### config.mk
export PLATFORM = sky130hd
export DESIGN_NAME = alu_ctrl_issue
export DESIGN_NICKNAME = d
export VERILOG_FILES = /design/src/rtl/alu_pkg.sv /design/src/rtl/alu_ctrl_decode.sv /design/src/rtl/alu_ctrl_issue.sv
export SDC_FILE = /design/constraint.sdc
export NUM_CORES = 1
export LEC_CHECK = 0
export ABC_AREA = 1
export BUFFER_PORTS_ARGS = -buffer_cell sky130_fd_sc_hd__buf_4
export CORE_MARGIN = 10
export CORE_UTILIZATION = 48
export DETAILED_ROUTE_END_ITERATION = 8
export HOLD_SLACK_MARGIN = 0.12
export PLACE_DENSITY = 0.79
export SLEW_MARGIN = 20
export SYNTH_ARGS = -nofsm -noshare
export SYNTH_HDL_FRONTEND = slang
export SYNTH_SLANG_ARGS = --single-unit
### constraint.sdc
create_clock -name clk -period 1.8 [get_ports clk]
set_input_delay 0.36 -clock clk [delete_from_list [all_inputs] [get_ports clk]]
set_output_delay 0.36 -clock clk [all_outputs]
set_load 0.03 [all_outputs]
### src/rtl/alu_pkg.sv
// rtl/alu_pkg.sv - shared ALU control codes, opcodes and the decoded issue record
package alu_pkg;

    localparam logic [3:0] ALU_AND = 4'd0;
    localparam logic [3:0] ALU_OR  = 4'd1;
    localparam logic [3:0] ALU_ADD = 4'd2;
    localparam logic [3:0] ALU_SUB = 4'd6;
    localparam logic [3:0] ALU_NOR = 4'd7;

    localparam logic [6:0] OP_LOAD   = 7'b0000011;
    localparam logic [6:0] OP_STORE  = 7'b0100011;
    localparam logic [6:0] OP_BRANCH = 7'b1100011;
    localparam logic [6:0] OP_RTYPE  = 7'b0110011;
    localparam logic [6:0] OP_ITYPE  = 7'b0010011;

    typedef struct packed {
        logic [3:0] alu_ctrl;
        logic       use_imm;
        logic       is_branch;
        logic       illegal;
    } alu_issue_t;

endpackage

### src/rtl/alu_ctrl_decode.sv
// rtl/alu_ctrl_decode.sv - combinational map from an RV64 instruction word to ALU issue fields
module alu_ctrl_decode
    import alu_pkg::*;
(
    input  logic [31:0] instr,
    output alu_issue_t  issue
);

    logic [6:0] opcode;
    logic [2:0] f3;
    logic [6:0] f7;
    logic       unused_bits;

    assign opcode      = instr[6:0];
    assign f3          = instr[14:12];
    assign f7          = instr[31:25];
    // Register and immediate fields do not affect the ALU control code.
    assign unused_bits = ^{instr[24:15], instr[11:7]};

    // Decode the supported subset; everything else is flagged illegal with zeroed fields.
    always_comb begin
        issue = '{alu_ctrl: ALU_AND, use_imm: 1'b0, is_branch: 1'b0, illegal: 1'b1};
        case (opcode)
            OP_LOAD, OP_STORE: begin
                if (f3 == 3'b011) begin
                    issue = '{alu_ctrl: ALU_ADD, use_imm: 1'b1, is_branch: 1'b0, illegal: 1'b0};
                end
            end
            OP_BRANCH: begin
                if (f3 == 3'b000) begin
                    issue = '{alu_ctrl: ALU_SUB, use_imm: 1'b0, is_branch: 1'b1, illegal: 1'b0};
                end
            end
            OP_RTYPE: begin
                if (f7 == 7'b0000000) begin
                    case (f3)
                        3'b000: issue = '{alu_ctrl: ALU_ADD, use_imm: 1'b0, is_branch: 1'b0, illegal: 1'b0};
                        3'b111: issue = '{alu_ctrl: ALU_AND, use_imm: 1'b0, is_branch: 1'b0, illegal: 1'b0};
                        3'b110: issue = '{alu_ctrl: ALU_OR,  use_imm: 1'b0, is_branch: 1'b0, illegal: 1'b0};
                        default: ;
                    endcase
                end else if (f7 == 7'b0100000 && f3 == 3'b000) begin
                    issue = '{alu_ctrl: ALU_SUB, use_imm: 1'b0, is_branch: 1'b0, illegal: 1'b0};
                end
            end
            OP_ITYPE: begin
                case (f3)
                    3'b000: issue = '{alu_ctrl: ALU_ADD, use_imm: 1'b1, is_branch: 1'b0, illegal: 1'b0};
                    3'b111: issue = '{alu_ctrl: ALU_AND, use_imm: 1'b1, is_branch: 1'b0, illegal: 1'b0};
                    3'b110: issue = '{alu_ctrl: ALU_OR,  use_imm: 1'b1, is_branch: 1'b0, illegal: 1'b0};
                    default: ;
                endcase
            end
            default: ;
        endcase
    end

endmodule

### src/rtl/alu_ctrl_issue.sv
// rtl/alu_ctrl_issue.sv - instruction decode into a 2-entry skid buffer feeding the ALU
module alu_ctrl_issue
    import alu_pkg::*;
#(
    parameter int CNT_W = 8
) (
    input  logic             clk,
    input  logic             rst,
    input  logic             in_valid,
    output logic             in_ready,
    input  logic [31:0]      in_instr,
    output logic             out_valid,
    input  logic             out_ready,
    output logic [3:0]       out_alu_ctrl,
    output logic             out_use_imm,
    output logic             out_is_branch,
    output logic             out_illegal,
    output logic [CNT_W-1:0] illegal_count
);

    alu_issue_t dec;
    alu_issue_t head;
    alu_issue_t tail;
    logic [1:0] occ;
    logic       push;
    logic       pop;

    alu_ctrl_decode u_decode (
        .instr (in_instr),
        .issue (dec)
    );

    // Ready depends only on registered occupancy, so no ready path runs back from the consumer.
    assign in_ready = !rst && (occ != 2'd2);
    assign push     = in_valid && in_ready;
    assign pop      = out_valid && out_ready;

    assign out_valid     = (occ != 2'd0);
    assign out_alu_ctrl  = head.alu_ctrl;
    assign out_use_imm   = head.use_imm;
    assign out_is_branch = head.is_branch;
    assign out_illegal   = head.illegal;

    // Two-slot FIFO: head drives the outputs, tail absorbs one op while the consumer stalls.
    always_ff @(posedge clk) begin
        if (rst) begin
            occ  <= 2'd0;
            head <= '0;
            tail <= '0;
        end else begin
            case (occ)
                2'd0: begin
                    if (push) begin
                        head <= dec;
                        occ  <= 2'd1;
                    end
                end
                2'd1: begin
                    if (push && pop) begin
                        head <= dec;
                    end else if (push) begin
                        tail <= dec;
                        occ  <= 2'd2;
                    end else if (pop) begin
                        occ  <= 2'd0;
                    end
                end
                default: begin
                    if (pop) begin
                        head <= tail;
                        occ  <= 2'd1;
                    end
                end
            endcase
        end
    end

    // Count accepted illegal ops, sticking at all-ones.
    always_ff @(posedge clk) begin
        if (rst) begin
            illegal_count <= '0;
        end else if (push && dec.illegal && !(&illegal_count)) begin
            illegal_count <= illegal_count + CNT_W'(1);
        end
    end

endmodule

==> reports/metrics.yaml <==
status: "completed"
grt_max_degree: 13
drive_gt1_share_pct: 27.2
switching_share_pct: 28.7
die-area_um2: 5320
cp-start-kind: "register"
routed_wl_mm: 3.11
dr.pass1.iters: 4
rsz0062_at_grt: "no"
n_antenna_cell: 0
power_switching_mw: 0.283
yosysMostFrequentCell: "nand2_1"
die_h_um: 72.9
multi_input_area_um2: 795
grt_pass1_wl_mm: 5.27
slowest_stage: "dfxtp_1"
drt-vias-per-instance: 5.11
finalNetCount: 273
cts_made_buffers: 3
crit_path_end_kind: "register"
clockBufferDepth: 2
clock_power_share_pct: 28.3
power_mw: 0.984
drtAntennaViolNets: 0
crit_start: "illegal_count[0]"
utilization_pct: 62.2
post-route-min-period_ps: 1620
drt_iter0_markers: 106
drc: 0
core_area_um2: 2710
crit_path_max_incr_delay_ps: 420
fin_crit_sh_pct: 90.1
ys_top_cells_by_count: "nand2_1 (43), dfxtp_1 (22), a21oi_1 (19), nand3_1 (19), nor2_1 (18)"
worstPathArrival_ps: 1880
max_cap_viol_count: 0
synth-main-ff-cell: "dfxtp_1"
slew_violations: 0
port_buffers: 36
initial_core_util_pct: 49.6
netlist_area_um2: 1340
reg2reg_from: "illegal_count[0]"
cts_tree: "built"
fin_skew_ps: 2.68
synthCells: 197
powerDensity_nw_per_um2: 584
synth-seq-area-share_pct: 32.8
synth_edf_count: 0
synth_nets: 234
die_width_um: 72.9
wl_per_cell_um: 11.7
ys_seq_elements: 22
antenna_found_initial: 0
ys_warn_count: 0
crit_buf_inv: 1
syn_to_final_growth_pct: 25.4
cts.reportedPaths.clkPinSlew_ps: 120
place.gp.congestion: 0.851
cts_setup_buffers: 0
min_path_type: "in2reg"
comb_power_share_pct: 19.7
numClockSinks: 22
power_frac_seq_pct: 52.0
min-delay-start: "rst"
hold_violations: 0
grt_overflow_total: 0
yosys.cell_types.count: 33
clock_latency_ps: 310
internal-power_mw: 0.702
track_usage_pct: 11.7
peakVddDrop_mv: 0.379
rows: 19
nFillCells: 264
place_hpwl_mm: 2.46
crit_chain: "ha_1 > clkinv_1 > nor3_4 > a31oi_4 > nand2_4 > nand2_1 > a21oi_1"
dr_total_vias: 1360
cts_resized: 0
avgSynthCellArea_um2: 6.82
hold_buffers: 0
synth_top_area_share_pct: 32.8
ioPinCount: 53
yosys.area.top_type: "dfxtp_1"
crit_type: "reg2reg"
required_ps: 2060
setup_tns_ps: 0
p_leak_nw: 0.829
synthTopCellsByArea: "dfxtp_1 (33%), nand2_1 (12%), a21oi_1 (7.1%), nand3_1 (7.1%), nor2_1 (5.0%)"
async_flop_share_pct: 0
htree_num_levels: 1
cts_root_buffer: "clkbuf_4"
register_area_um2: 440
cpLargestDelayFamily: "simple AND/OR/NAND/NOR gates"
cp_max_fo: 10
grt_pass1_vias: 1235
max_freq_mhz: 617
setup_viol: 0
==> cells by family after synthesis <==
logic type / count (synthesis) / share of synthesized area, %
other: 1 / 0.279
buffers and inverters: 27 / 8.47
AOI/OAI and AO/OA: 41 / 18.1
and+or+nand+nor: 99 / 35.6
adders and majority gates: 1 / 0.931
DFF: 22 / 32.8
xor gates and xnor gates: 6 / 3.91
==> state kept, by name (all words and copies together) (netlist names) <==
| name | cells |
|---|---|
| illegal_count | 8 |
| tail | 6 |
| out_alu_ctrl | 3 |
| occ | 2 |
| out_illegal | 1 |
| out_is_branch | 1 |
| out_use_imm | 1 |
==> through the flow <==
| stage | cell area [um2] | hold WS, ps | setup slack, ps | cells |
|---|---|---|---|---|
| 3_3_place_gp | 1640 | 458 | 179 | 262 |
| 2_1_floorplan | 1340 | 451 | 103 | 197 |
| 5_1_grt | 1690 | 321 | 19.3 | 266 |
| 4_1_cts | 1680 | 308 | 142 | 266 |
| 6_report | 1690 | 302 | 179 | 266 |
| 3_5_place_dp | 1640 | 463 | 159 | 262 |
==> final timing paths <==
| check | slack, ps | endpoint | cells past startpoint |
|---|---|---|---|
| worst max register to register | 180 | illegal_count[6] | 7 |
| worst max-delay path | 180 | illegal_count[6] | 7 |
| worst min register to register | 480 | out_is_branch | 2 |
| worst min-delay path | 300 | illegal_count[4] | 2 |
==> layout by cell type, fill, tap and decap left out, drive strengths merged <==
cell type	instances
a211oi	1
a21oi	20
a31oi	2
buf	39
clkbuf	4
clkinv	3
conb	1
dfxtp	22
ha	1
inv	19
nand2	47
nand3	21
nand3b	2
nand4	3
nor2	21
nor3	5
o21a	1
o21ai	17
xnor2	1
xor2	5
==> worst reg2reg max path, delay by kind of cell (launching register included) <==
family / cells / cell delay [ps]
buffers and inverters: 1 / 130
adders and majority gates: 1 / 210
AOI/OAI and AO/OA: 2 / 310
and+or+nand+nor: 3 / 490
DFF: 1 / 420
==> metal layers <==
metal  part of all wire [%]  global-route usage (%)  wire length, um
met4                    1.8                    5.06               57
met1                     49                    15.0             1520
met5                      0                       0                0
met2                     44                    18.4             1360
met3                    5.4                    2.18              169
==> power by group through the flow <==
stage	clock [mW]	sequential, mW	combinational (mW)
3_3_place_gp	0	0.523	0.192
5_1_grt	0.290	0.514	0.214
3_5_place_dp	0	0.522	0.194
2_1_floorplan	0	0.543	0.0942
4_1_cts	0.278	0.512	0.195
6_report	0.279	0.512	0.194
==> final cells by class <==
class                           instances  share of cell area (%)
Multi-Input combinational cell        148                    47.1
Sequential cell                        22                    26.1
Timing Repair Buffer                   39                    17.4
Inverter                               22                    4.90
Tap cell                               31                    2.30
Clock buffer                            4                    2.15
(Power assumes the default switching activity.)
